**config.mk**
```make
export PLATFORM = sky130hd
export DESIGN_NAME = predictor_accum
export DESIGN_NICKNAME = d
export VERILOG_FILES = /design/src/rtl/mcac_pkg.sv /design/src/rtl/predictor_accum.sv
export SDC_FILE = /design/constraint.sdc
export NUM_CORES = 1
export LEC_CHECK = 0
export CAP_MARGIN = 0
export CORE_MARGIN = 5
export CORE_UTILIZATION = 43
export DETAILED_ROUTE_END_ITERATION = 16
export GPL_TIMING_DRIVEN = 0
export PLACE_DENSITY_LB_ADDON = 0.1
export SKIP_CTS_REPAIR_TIMING = 1
export SLEW_MARGIN = 20
export SYNTH_ARGS = -nofsm -noshare
export SYNTH_HDL_FRONTEND = slang
export SYNTH_SLANG_ARGS = --single-unit
```
**constraint.sdc**
```tcl
create_clock -name I_CLK -period 3.6 [get_ports I_CLK]
set_input_delay 1.08 -clock I_CLK [delete_from_list [all_inputs] [get_ports I_CLK]]
set_output_delay 1.08 -clock I_CLK [all_outputs]
set_load 0.005 [all_outputs]
```
**src/rtl/mcac_pkg.sv**
```systemverilog
// Shared constants, FSM encoding and the 16-bit accumulate helper for the predictor block.
// The helper saturates when PREDICTOR_ACCUM_SAT_EN is defined and wraps otherwise.
package mcac_pkg;

  localparam int NUM_ZEROS = 6;
  localparam int NUM_POLES = 2;
  localparam int PROD_W    = 16;
  localparam int EST_W     = 15;
  localparam int IDX_W     = 3;

  typedef enum logic {
    ST_IDLE = 1'b0,
    ST_ACC  = 1'b1
  } state_e;

  // The G.726 bit-exact path wraps; the saturating variant clamps to the 16-bit range.
  function automatic logic [PROD_W-1:0] add16(input logic [PROD_W-1:0] a,
                                              input logic [PROD_W-1:0] b);
    logic [PROD_W-1:0] s;
    s = a + b;
`ifdef PREDICTOR_ACCUM_SAT_EN
    if ((a[PROD_W-1] == b[PROD_W-1]) && (s[PROD_W-1] != a[PROD_W-1])) begin
      s = a[PROD_W-1] ? {1'b1, {(PROD_W-1){1'b0}}} : {1'b0, {(PROD_W-1){1'b1}}};
    end
`endif
    return s;
  endfunction

endpackage

```
**src/rtl/predictor_accum.sv**
```systemverilog
// Sequential sum of the six zero-section and two pole-section products of the predictor.
// Optional saturating adds selected by PREDICTOR_ACCUM_SAT_EN (default: 16-bit modulo).
module predictor_accum
  import mcac_pkg::*;
(
  input  logic              I_CLK,
  input  logic              I_RST_N,
  input  logic              I_START,
  input  logic [PROD_W-1:0] I16_WPROD,
  output logic [IDX_W-1:0]  O3_IDX,
  output logic              O_BUSY,
  output logic              O_DONE,
  output logic [EST_W-1:0]  O15_SEZ,
  output logic [EST_W-1:0]  O15_SE,
  output state_e            O_DBG_STATE
);

  localparam logic [IDX_W-1:0] IDX_SEZ  = IDX_W'(NUM_ZEROS - 1);
  localparam logic [IDX_W-1:0] IDX_LAST = IDX_W'(NUM_ZEROS + NUM_POLES - 1);

  state_e            state_q, state_d;
  logic [IDX_W-1:0]  idx_q, idx_d;
  logic [PROD_W-1:0] acc_q, acc_d;
  logic [EST_W-1:0]  sezi_q, sezi_d;
  logic [EST_W-1:0]  sez_q, sez_d;
  logic [EST_W-1:0]  se_q, se_d;
  logic              done_q, done_d;
  logic [PROD_W-1:0] sum;

  always_ff @(posedge I_CLK or negedge I_RST_N) begin
    if (!I_RST_N) begin
      state_q <= ST_IDLE;
      idx_q   <= '0;
      acc_q   <= '0;
      sezi_q  <= '0;
      sez_q   <= '0;
      se_q    <= '0;
      done_q  <= 1'b0;
    end else begin
      state_q <= state_d;
      idx_q   <= idx_d;
      acc_q   <= acc_d;
      sezi_q  <= sezi_d;
      sez_q   <= sez_d;
      se_q    <= se_d;
      done_q  <= done_d;
    end
  end

  assign sum = add16(acc_q, I16_WPROD);

  always_comb begin
    state_d = state_q;
    idx_d   = idx_q;
    acc_d   = acc_q;
    sezi_d  = sezi_q;
    sez_d   = sez_q;
    se_d    = se_q;
    done_d  = 1'b0;
    unique case (state_q)
      ST_IDLE: begin
        if (I_START) begin
          state_d = ST_ACC;
          acc_d   = '0;
          idx_d   = '0;
        end
      end
      ST_ACC: begin
        acc_d = sum;
        idx_d = idx_q + 1'b1;
        // Only bits [15:1] of the snapshot are ever published, so only those are kept.
        if (idx_q == IDX_SEZ) begin
          sezi_d = sum[PROD_W-1:1];
        end
        if (idx_q == IDX_LAST) begin
          sez_d   = sezi_q;
          se_d    = sum[PROD_W-1:1];
          done_d  = 1'b1;
          idx_d   = '0;
          state_d = ST_IDLE;
        end
      end
      default: state_d = ST_IDLE;
    endcase
  end

  assign O3_IDX      = idx_q;
  assign O_BUSY      = (state_q == ST_ACC);
  assign O_DONE      = done_q;
  assign O15_SEZ     = sez_q;
  assign O15_SE      = se_q;
  assign O_DBG_STATE = state_q;

endmodule

```
==> results.md, run 1 <==
* Post-Place Worst Slack at 0.0188 ns
* Synth unique cells at 49
* CTS tree: done
* Asr flop ratio synth at 1.00
* Final Setup Violations at 0
* Final period util at 0.896
* Die ar. at 0.00952 mm²
* DPL Wire Length at 5710 µm
* # H-tree levels at 3
* Global route overflow at 0
* Largest net degree at the start of global routing at 43
* Unrepaired setup endpoints after global routing: false
* Longest Clk Path Bufs at 2
* LEAKAGE at 1.86 nW
* Avg Synthesized Cell Area at 10.5 µm²
* Worst hold path cell count at 2
* Antenna viol nets, final at 0
* Worst skew pair latency at 0.33 ns
* Diodes inserted at 0
* Rows at 32
* Initial DRT Pass Iterations at 4
* GR Util All Layers at 0.174
* EDFF count, synth at 0
* Worst Tran Pin Value at 0.700 ns
* Num CTS Buffers at 9
* Seq. cell area at 0.00165 mm²
* Routed WL at 7730 µm
* Power Total at 3.84 mW
* Yosys Warn Count at 0
* Pwr dens at 927 mW/mm²
* Worst Skew at 0.00749 ns
* Fill cells at 730
* Most common flop cell mapped by yosys: dfrtp_1
* Sw power at 1.45 mW
* Crit path capture type: flop
* Final Util at 0.545
* Register bit count reported by yosys at 66
* Syn_nets at 351
* Layout cells sized above 1 at 0.126
* Peak VDD IR at 0.437 mV
* Sw Ratio at 0.378
* Mapped cell area at 0.00330 mm²
* Clock Pin Slew Worst Setup and Hold Paths at 0.07 ns
* Worst-path maximum fanout at 3
* Die H at 97.6 µm
* Syn Inst Count at 313
* Initial Util at 0.434
* Setup CP Type: input pin to flop
* Comb power frac at 0.518
* P&R area growth vs syn at 25.6%
* Max_cap viols at 0
* Final WS setup at 0.373 ns
* First-pass GRT wire length at 13300 µm
* Register-to-Register Path Depth at 8
* Post-route cell area at 0.00414 mm²
* Sequential Power Share at 0.344
* DRC at 0
* DR vias at 2567
* Wire per inst at 16.0 µm
* RD Place Congestion at 0.893
* Number of global-route vias before repair at 2602
* Slew HR at 0.531
* Worst Hold Class: flop to flop
* Nets at 417
* Routed vias/inst at 5.30
* Antenna violations before repair at 0
* Core Region at 0.00761 mm²
* Sequential area share after synthesis at 0.501
* Top Ports at 55
* FMAX at 0.310 GHz
* Root Buffer: clkbuf_8
* Pins Over Slew Limit at 0
* Clk network pwr share at 0.138
* Sink Count at 66
* Die Wd at 97.6 µm
* Area of the multi-input gates at 0.00156 mm²
* Fin. Hold Viols at 0
* Critical path launch point type: input pin
* I/O Buffers at 54
* P_int at 2.39 mW
* Final min period at 3.23 ns
* CP required at 3.80 ns
* Iter 0 DRT Violations at 79
* Outcome: complete, no violations
* Area of placed instances at 0.00398 mm²
* Worst path arrival time at 3.42 ns
worst paths after layout:
path	from	to	slack [ns]
hold reg to reg	sezi_q[0]$_DFFE_PN0P_	sezi_q[0]$_DFFE_PN0P_	0.47
setup / recovery	I16_WPROD[0]	O15_SE[11]$_DFFE_PN0P_	0.37
setup reg to reg	acc_q[0]$_DFFE_PN0P_	O15_SE[11]$_DFFE_PN0P_	1.17
min in group asynchronous	I_RST_N	O15_SEZ[14]$_DFFE_PN0P_	0.64
hold / removal	sezi_q[0]$_DFFE_PN0P_	sezi_q[0]$_DFFE_PN0P_	0.47
max in group asynchronous	I_RST_N	O15_SEZ[5]$_DFFE_PN0P_	2.44
cell families after synthesis:
logic type                 share of synthesized area
buffers and inverters                         0.0277
and+or+nand+nor                                0.129
muxes                                         0.0615
AOI/OAI and AO/OA                              0.176
xor gates and xnor gates                      0.0307
DFF                                            0.501
adders and majority gates                     0.0744
placed cells by master, fill, tap and decap left out, types with 2 or more instances in the layout:
cell type	synthesis	routed
clkbuf_8	0	10
o311ai_0	3	3
o21ai_0	35	35
o21ai_1	3	3
clkinv_2	0	2
ha_1	18	18
nor3_1	4	4
mux2_2	18	18
a31o_1	2	2
o211ai_2	2	2
a22o_1	4	4
o21bai_1	3	3
nor2_1	11	11
a211oi_2	2	2
a21o_1	8	8
a21oi_1	11	11
nand3_1	9	9
and2_1	3	3
xnor2_1	4	4
nand4_1	5	5
dfrtp_1	66	66
clkbuf_1	8	9
and3_1	2	2
a211o_1	3	3
nand2_1	53	53
buf_4	1	2
inv_1	6	6
buf_6	2	2
xor2_1	5	5
clkdlybuf4s50_1	0	53
power by group through the flow:
stage | logic, mW | clock network (mW) | registers [mW]
detailed placement | 2.00 | 0 | 1.34
finish | 1.99 | 0.530 | 1.32
CTS | 2.02 | 0.549 | 1.33
global route | 2.23 | 0.582 | 1.38
floorplan | 1.24 | 0 | 1.32
global placement | 1.97 | 0 | 1.33
flip-flops by register name (all words and copies together) (netlist names):
| register | flops |
|---|---|
| acc_q | 16 |
| O_DONE | 1 |
| O15_SEZ | 15 |
| O3_IDX | 3 |
| O15_SE | 15 |
| O_BUSY | 1 |
| sezi_q | 15 |
per-layer routing:
metal	vias up	track usage	routed length, µm
met5	-	0	0
met2	66	0.275	3510
li1	1252	-	-
met4	0	0.0650	122
met1	1239	0.236	3760
met3	10	0.0359	343
cells in the mapped netlist (2+ instances only):
cell type | n | area (µm²)
a211oi_2 | 2 | 25.0
mux2_2 | 18 | 203
a31o_1 | 2 | 17.5
buf_6 | 2 | 22.5
o211ai_2 | 2 | 25.0
nor2_1 | 11 | 41.3
a21oi_1 | 11 | 55.1
inv_1 | 6 | 22.5
and2_1 | 3 | 18.8
nand2_1 | 53 | 199
dfrtp_1 | 66 | 1650
and3_1 | 2 | 12.5
xor2_1 | 5 | 43.8
o21bai_1 | 3 | 22.5
a211o_1 | 3 | 26.3
o21ai_1 | 3 | 15.0
o21ai_0 | 35 | 175
o311ai_0 | 3 | 26.3
xnor2_1 | 4 | 35.0
nand4_1 | 5 | 31.3
ha_1 | 18 | 225
clkbuf_1 | 8 | 30.0
nor3_1 | 4 | 20.0
a21o_1 | 8 | 60.1
a22o_1 | 4 | 35.0
nand3_1 | 9 | 45.0
stage by stage:
stage	instances	hold WS, ns	setup TNS (ns)
floorplan	313	0.442	0
global placement	469	0.456	-54.62
detailed placement	470	0.460	0
CTS	484	0.478	0
global route	484	0.496	0
finish	484	0.472	0
critical path, stage by stage:
cell and delay [ns]:
clkdlybuf4s50_1 0.41, ha_1 0.25, fa_1 0.45, a211oi_2 0.24
o21ai_1 0.15, a221o_1 0.33, a21oi_1 0.18, xor2_1 0.24
o21ai_0 0.10
cell type report:
class | count | share of cell area
Sequential cell | 66 | 0.399
Multi-Input combinational cell | 228 | 0.375
Timing Repair Buffer | 55 | 0.135
Clock buffer | 11 | 0.0341
Tap cell | 102 | 0.0308
Buffer | 13 | 0.0166
Inverter | 6 | 0.00544
Clock inverter | 3 | 0.00423
(Power assumes the default switching activity.)
==> run 2, diff against run 1 <==
--- a/config.mk
+++ b/config.mk
@@ -8,9 +8,11 @@
 export CAP_MARGIN = 0
 export CORE_MARGIN = 5
 export CORE_UTILIZATION = 43
+export CTS_CLUSTER_DIAMETER = 100
 export DETAILED_ROUTE_END_ITERATION = 16
 export GPL_TIMING_DRIVEN = 0
 export PLACE_DENSITY_LB_ADDON = 0.1
+export RECOVER_POWER = 50
 export SKIP_CTS_REPAIR_TIMING = 1
 export SLEW_MARGIN = 20
 export SYNTH_ARGS = -nofsm -noshare
==> run 2 against run 1 <==
Power increased by 0.13%. Worst hold slack about the same. Register-to-register slack got worse by 0.02 ns. Core utilization decreased by 0.26 points. Critical path depth unchanged. Count of clock-buffer cells in the layout unchanged. Highest routed layer unchanged.
==> results.md, run 2 (same netlist as run 1, synthesis figures left out) <==
* Nets at 417 (unchanged)
* Commonest non-fill, non-tap cell in the layout: dfrtp_1 (unchanged)
* Peak VDD IR at 0.439 mV (was 0.437 mV)
* Final min period at 3.24 ns (was 3.23 ns)
* LEAKAGE at 1.84 nW (was 1.86 nW)
* DR vias at 2583 (was 2567)
* Sequential Power Share at 0.343 (was 0.344)
* Worst-path maximum fanout at 3 (unchanged)
* Post-route cell area at 0.00412 mm² (was 0.00414 mm²)
* # H-tree levels at 3 (unchanged)
* Min-Delay Startpoint: sezi_q[0]$_DFFE_PN0P_ (unchanged)
* Longest Clk Path Bufs at 2 (unchanged)
* Core Region at 0.00761 mm² (unchanged)
* Worst Hold Class: flop to flop (unchanged)
* Die ar. at 0.00952 mm² (unchanged)
* CP required at 3.80 ns (about the same)
* Clk network pwr share at 0.139 (was 0.138)
* Unrepaired setup endpoints after global routing: false (unchanged)
* FMAX at 0.309 GHz (was 0.310 GHz)
* Die Wd at 97.6 µm (unchanged)
* Number of global-route vias before repair at 2602 (unchanged)
* Worst path arrival time at 3.44 ns (was 3.42 ns)
* Iter 0 DRT Violations at 93 (was 79)
* Die H at 97.6 µm (unchanged)
* Sink Count at 66 (unchanged)
* Num CTS Buffers at 9 (unchanged)
* Largest net degree at the start of global routing at 43 (unchanged)
* Worst Tran Pin Value at 1.34 ns (was 0.700 ns)
* Biggest register: acc_q (unchanged)
* Initial DRT Pass Iterations at 6 (was 4)
* Final Setup Violations at 0 (unchanged)
* Worst skew pair latency at 0.34 ns (was 0.33 ns)
* Outcome: complete, no violations (unchanged)
* Global route overflow at 0 (unchanged)
* Dpl cells at 470 (unchanged)
* Root Buffer: clkbuf_8 (unchanged)
* GR Util All Layers at 0.174 (unchanged)
* Flip-flop count of the largest register after layout at 16 (unchanged)
* DRC at 0 (unchanged)
* Initial Util at 0.434 (unchanged)
* Slew HR at 0.108 (was 0.531)
* DPL Wire Length at 5710 µm (unchanged)
* Final Util at 0.542 (was 0.545)
* Commonest cells after routing, fill and taps aside: dfrtp_1, nand2_1, clkdlybuf4s50_1 (unchanged)
* Routed WL at 7750 µm (was 7730 µm)
* Max_cap viols at 0 (unchanged)
* Fin. Hold Viols at 0 (unchanged)
* Worst Skew at 0.00811 ns (was 0.00749 ns)
* Sw power at 1.46 mW (was 1.45 mW)
* P_int at 2.39 mW (about the same)
* P&R area growth vs syn at 25.0% (was 25.6%)
* Worst Setup SP: I16_WPROD[0] (unchanged)
* Top Ports at 55 (unchanged)
* Worst R2R Start: acc_q[0]$_DFFE_PN0P_ (unchanged)
* Diodes inserted at 0 (unchanged)
* Routed vias/inst at 5.34 (was 5.30)
* Pwr dens at 933 mW/mm² (was 927 mW/mm²)
* Clock Pin Slew Worst Setup and Hold Paths at 0.07 ns (about the same)
* Crit path capture type: flop (unchanged)
* Antenna violations before repair at 0 (unchanged)
* Critical path launch point type: input pin (unchanged)
* I/O Buffers at 54 (unchanged)
* Comb power frac at 0.518 (about the same)
* CTS tree: done (unchanged)
* Pins Over Slew Limit at 0 (unchanged)
* RD Place Congestion at 0.893 (unchanged)
* Setup CP Type: input pin to flop (unchanged)
* First-pass GRT wire length at 13300 µm (unchanged)
* Final period util at 0.900 (was 0.896)
* Area of placed instances at 0.00398 mm² (unchanged)
* Fill cells at 733 (was 730)
* Wire per inst at 16.0 µm (about the same)
* Antenna viol nets, final at 0 (unchanged)
* Layout cells sized above 1 at 0.120 (was 0.126)
* Power Total at 3.84 mW (about the same)
* Sw Ratio at 0.379 (was 0.378)
* Final non-filler cell total at 484 (unchanged)
* Rows at 32 (unchanged)
## run 2: cell types whose count changed in the layout (fill, tap and decap cells not counted), sizes merged
cell / before / now
clkbuf: 19 / 23
clkdlybuf4s50: 53 / 52
dlygate4sd3: 0 / 1
buf: 7 / 3
## run 2: metrics by stage
stage	TNS [ns]	hold slack (ns)	worst slack, ns
6_report	0	0.472	0.359
3_5_place_dp	0	0.460	0.0188
3_3_place_gp	-54.62	0.456	-0.832
4_1_cts	0	0.478	0.370
5_1_grt	0	0.496	0.200
2_1_floorplan	0	0.442	0.701
## run 2: final timing paths
check,slack (ns),cells after the start,end
setup / recovery,0.36,9,sezi_q[11]$_DFFE_PN0P_
hold / removal,0.47,2,sezi_q[0]$_DFFE_PN0P_
setup reg to reg,1.15,8,sezi_q[11]$_DFFE_PN0P_
hold reg to reg,0.47,2,sezi_q[0]$_DFFE_PN0P_
max in group asynchronous,0.92,2,acc_q[11]$_DFFE_PN0P_
min in group asynchronous,1.02,1,O15_SEZ[14]$_DFFE_PN0P_
## run 2: area by class of cell
cell class              instances  area, µm²  area share
flip-flops and latches         66       1650       0.401
inverters                       6       22.5     0.00546
repair buffers                 55        539       0.131
multi-input cells             228       1560       0.377
plain buffers                  13       67.6      0.0164
clock inverters                 3       17.5     0.00425
clock buffers                  11        141      0.0343
well taps                     102        128      0.0310
## run 2: power by group through the flow
stage | combinational (mW) | clock [mW] | sequential (mW)
3_5_place_dp | 2.00 | 0 | 1.34
2_1_floorplan | 1.24 | 0 | 1.32
4_1_cts | 2.02 | 0.549 | 1.33
5_1_grt | 2.22 | 0.582 | 1.38
6_report | 1.99 | 0.533 | 1.32
3_3_place_gp | 1.97 | 0 | 1.33
## run 2: critical path, stage by stage
cell	delay, ns
clkdlybuf4s50_1	0.41
ha_1	0.25
fa_1	0.45
a211oi_2	0.24
o21ai_1	0.15
a221o_1	0.33
a21oi_1	0.18
xor2_1	0.25
o21ai_0	0.11
## run 2: per-layer routing
metal	vias to the layer above	part of all wire	routed length, µm	global-route usage
met5	-	0	0	0
met4	0	0.015	115	0.0650
met3	9	0.039	301	0.0359
met2	61	0.46	3560	0.275
met1	1254	0.49	3770	0.236
li1	1259	-	-	-
==> run 3, diff against run 2 <==
--- a/config.mk
+++ b/config.mk
@@ -11,7 +11,7 @@
 export CTS_CLUSTER_DIAMETER = 100
 export DETAILED_ROUTE_END_ITERATION = 16
 export GPL_TIMING_DRIVEN = 0
-export PLACE_DENSITY_LB_ADDON = 0.1
+export PLACE_DENSITY_LB_ADDON = 0.12
 export RECOVER_POWER = 50
 export SKIP_CTS_REPAIR_TIMING = 1
 export SLEW_MARGIN = 20
==> run 3 against run 2 <==
The flow now finishes with violations (max-capacitance violations, max-slew violations). Clock power increased by 14%. Routed wire length increased by 1.3%. Largest cell class unchanged. Via count decreased by 0.81%. Critical path depth unchanged. Critical path type unchanged. Core utilization increased by 0.46 points. Clock skew about the same. First-iteration DRC count increased by 9.7%. Count of clock-buffer cells in the layout decreased by 2.
==> results.md, run 3 (same netlist as run 1, synthesis figures left out) <==
* DRC at 0 (unchanged)
* Wire per inst at 16.1 µm (was 16.0 µm)
* Core Region at 0.00761 mm² (unchanged)
* Fin. Hold Viols at 0 (unchanged)
* LEAKAGE at 1.86 nW (was 1.84 nW)
* Worst skew pair latency at 0.34 ns (about the same)
* First-pass GRT wire length at 12700 µm (was 13300 µm)
* Worst-path maximum fanout at 3 (unchanged)
* Die ar. at 0.00952 mm² (unchanged)
* Dpl cells at 470 (unchanged)
* Flip-flop count of the largest register after layout at 16 (unchanged)
* Worst Tran Pin Value at 1.56 ns (was 1.34 ns)
* Sw power at 1.48 mW (was 1.46 mW)
* Diodes inserted at 0 (unchanged)
* Layout cells sized above 1 at 0.128 (was 0.120)
* Unrepaired setup endpoints after global routing: false (unchanged)
* Routed WL at 7840 µm (was 7750 µm)
* Biggest register: acc_q (unchanged)
* Iter 0 DRT Violations at 102 (was 93)
* Initial DRT Pass Iterations at 4 (was 6)
* Pwr dens at 945 mW/mm² (was 933 mW/mm²)
* Max_cap viols at 1 (was 0)
* Top Ports at 55 (unchanged)
* Antenna violations before repair at 0 (unchanged)
* Comb power frac at 0.508 (was 0.518)
* Final Util at 0.547 (was 0.542)
* Cell chain of the critical path: dlygate4sd3_1, ha_1, fa_1, a211oi_2, o21ai_1, a221o_1, a21oi_1, xor2_1, o21ai_0 (was clkdlybuf4s50_1, ha_1, fa_1, a211oi_2, o21ai_1, a221o_1, a21oi_1, xor2_1, o21ai_0)
* P_int at 2.45 mW (was 2.39 mW)
* Final Setup Violations at 0 (unchanged)
* Fill cells at 702 (was 733)
* Root Buffer: clkbuf_8 (unchanged)
* Slew HR at -0.0430 (was 0.108)
* Critical path launch point type: input pin (unchanged)
* DR vias at 2562 (was 2583)
* Number of global-route vias before repair at 2529 (was 2602)
* CP bufs+invs at 1 (unchanged)
* CP required at 3.81 ns (was 3.80 ns)
* Die Wd at 97.6 µm (unchanged)
* Outcome: finished, violations left (was complete, no violations)
* Final min period at 3.34 ns (was 3.24 ns)
* Sink Count at 66 (unchanged)
* Routed vias/inst at 5.27 (was 5.34)
* GR Util All Layers at 0.170 (was 0.174)
* Sw Ratio at 0.378 (was 0.379)
* CTS tree: done (unchanged)
* Crit path max-delay family: compound AO/OA/AOI/OAI gates (unchanged)
* CP peak stage delay at 0.54 ns (was 0.45 ns)
* Final period util at 0.928 (was 0.900)
* DPL Wire Length at 5700 µm (was 5710 µm)
* Rows at 32 (unchanged)
* Nets at 417 (unchanged)
* I/O Buffers at 54 (unchanged)
* Commonest cells after routing, fill and taps aside: dfrtp_1, nand2_1, clkdlybuf4s50_1 (unchanged)
* Worst Skew at 0.00814 ns (was 0.00811 ns)
* Commonest non-fill, non-tap cell in the layout: dfrtp_1 (unchanged)
* Setup CP Type: input pin to flop (unchanged)
* Initial Util at 0.434 (unchanged)
* Worst path arrival time at 3.55 ns (was 3.44 ns)
* Sequential Power Share at 0.337 (was 0.343)
* Longest Clk Path Bufs at 2 (unchanged)
* Clock Pin Slew Worst Setup and Hold Paths at 0.07 ns (about the same)
* P&R area growth vs syn at 26.1% (was 25.0%)
* Failing checks: max-capacitance violations, max-slew violations
* Antenna viol nets, final at 0 (unchanged)
* FMAX at 0.299 GHz (was 0.309 GHz)
* Final non-filler cell total at 486 (was 484)
* Critical-path top delay cell: dlygate4sd3_1 (was fa_1)
* Peak VDD IR at 0.366 mV (was 0.439 mV)
* Pins Over Slew Limit at 30 (was 0)
* Clk network pwr share at 0.155 (was 0.139)
* Worst Hold Class: flop to flop (unchanged)
* Crit path capture type: flop (unchanged)
* Die H at 97.6 µm (unchanged)
* RD Place Congestion at 0.901 (was 0.893)
* Num CTS Buffers at 9 (unchanged)
* Largest net degree at the start of global routing at 39 (was 43)
* # H-tree levels at 3 (unchanged)
* Global route overflow at 0 (unchanged)
==> run 3: metrics by stage <==
stage | hold slack (ns) | cell area (µm²) | setup WS [ns] | TNS, ns | total power, mW
finish | 0.480 | 4160 | 0.260 | 0 | 3.93
global route | 0.507 | 4160 | 0.183 | 0 | 4.27
CTS | 0.485 | 4180 | 0.403 | 0 | 3.98
detailed placement | 0.467 | 3980 | 0.0394 | 0 | 3.34
global placement | 0.457 | 3970 | -0.840 | -55.16 | 3.29
floorplan | 0.442 | 3300 | 0.701 | 0 | 2.56
==> run 3: worst reg2reg max path, stage by stage, from the launching register on <==
cell	delay (ns)
dfrtp_1	0.38
ha_1	0.23
fa_1	0.45
a211oi_2	0.24
o21ai_1	0.14
a221o_1	0.32
a21oi_1	0.18
xor2_1	0.23
o21ai_0	0.11
==> run 3: cell type report <==
type	count	area, µm²	share of cell area
Buffer	13	67.6	0.0163
Clock buffer	9	124	0.0298
Clock inverter	7	70.1	0.0169
Inverter	6	22.5	0.00542
Multi-Input combinational cell	228	1560	0.374
Sequential cell	66	1650	0.397
Tap cell	102	128	0.0307
Timing Repair Buffer	55	539	0.130
==> run 3: worst paths after layout <==
kind                            depth (start not counted)  slack (ns)                      end                   from
worst min-delay path                                    2        0.48    O15_SE[2]$_DFFE_PN0P_  O15_SE[2]$_DFFE_PN0P_
min in group asynchronous                               1        1.11  O15_SEZ[14]$_DFFE_PN0P_                I_RST_N
worst max register to register                          8        1.17    acc_q[12]$_DFFE_PN0P_   acc_q[0]$_DFFE_PN0P_
max in group asynchronous                               2        0.87    O15_SE[5]$_DFFE_PN0P_                I_RST_N
worst max-delay path                                    9        0.26    acc_q[12]$_DFFE_PN0P_           I16_WPROD[0]
worst min register to register                          2        0.48    O15_SE[2]$_DFFE_PN0P_  O15_SE[2]$_DFFE_PN0P_
==> run 3: power by group through the flow <==
stage	registers [mW]	logic, mW	clock network (mW)
4_1_cts	1.33	2.02	0.628
5_1_grt	1.37	2.23	0.666
3_3_place_gp	1.33	1.96	0
6_report	1.32	2.00	0.610
3_5_place_dp	1.34	2.01	0
2_1_floorplan	1.32	1.24	0
==> run 3: metal layers <==
| layer | part of all wire | global-route usage | vias up |
|---|---|---|---|
| met3 | 0.052 | 0.0359 | 12 |
| met5 | 0 | 0 | - |
| met1 | 0.47 | 0.235 | 1228 |
| met4 | 0.017 | 0.0671 | 0 |
| met2 | 0.46 | 0.260 | 59 |
| li1 | - | - | 1263 |
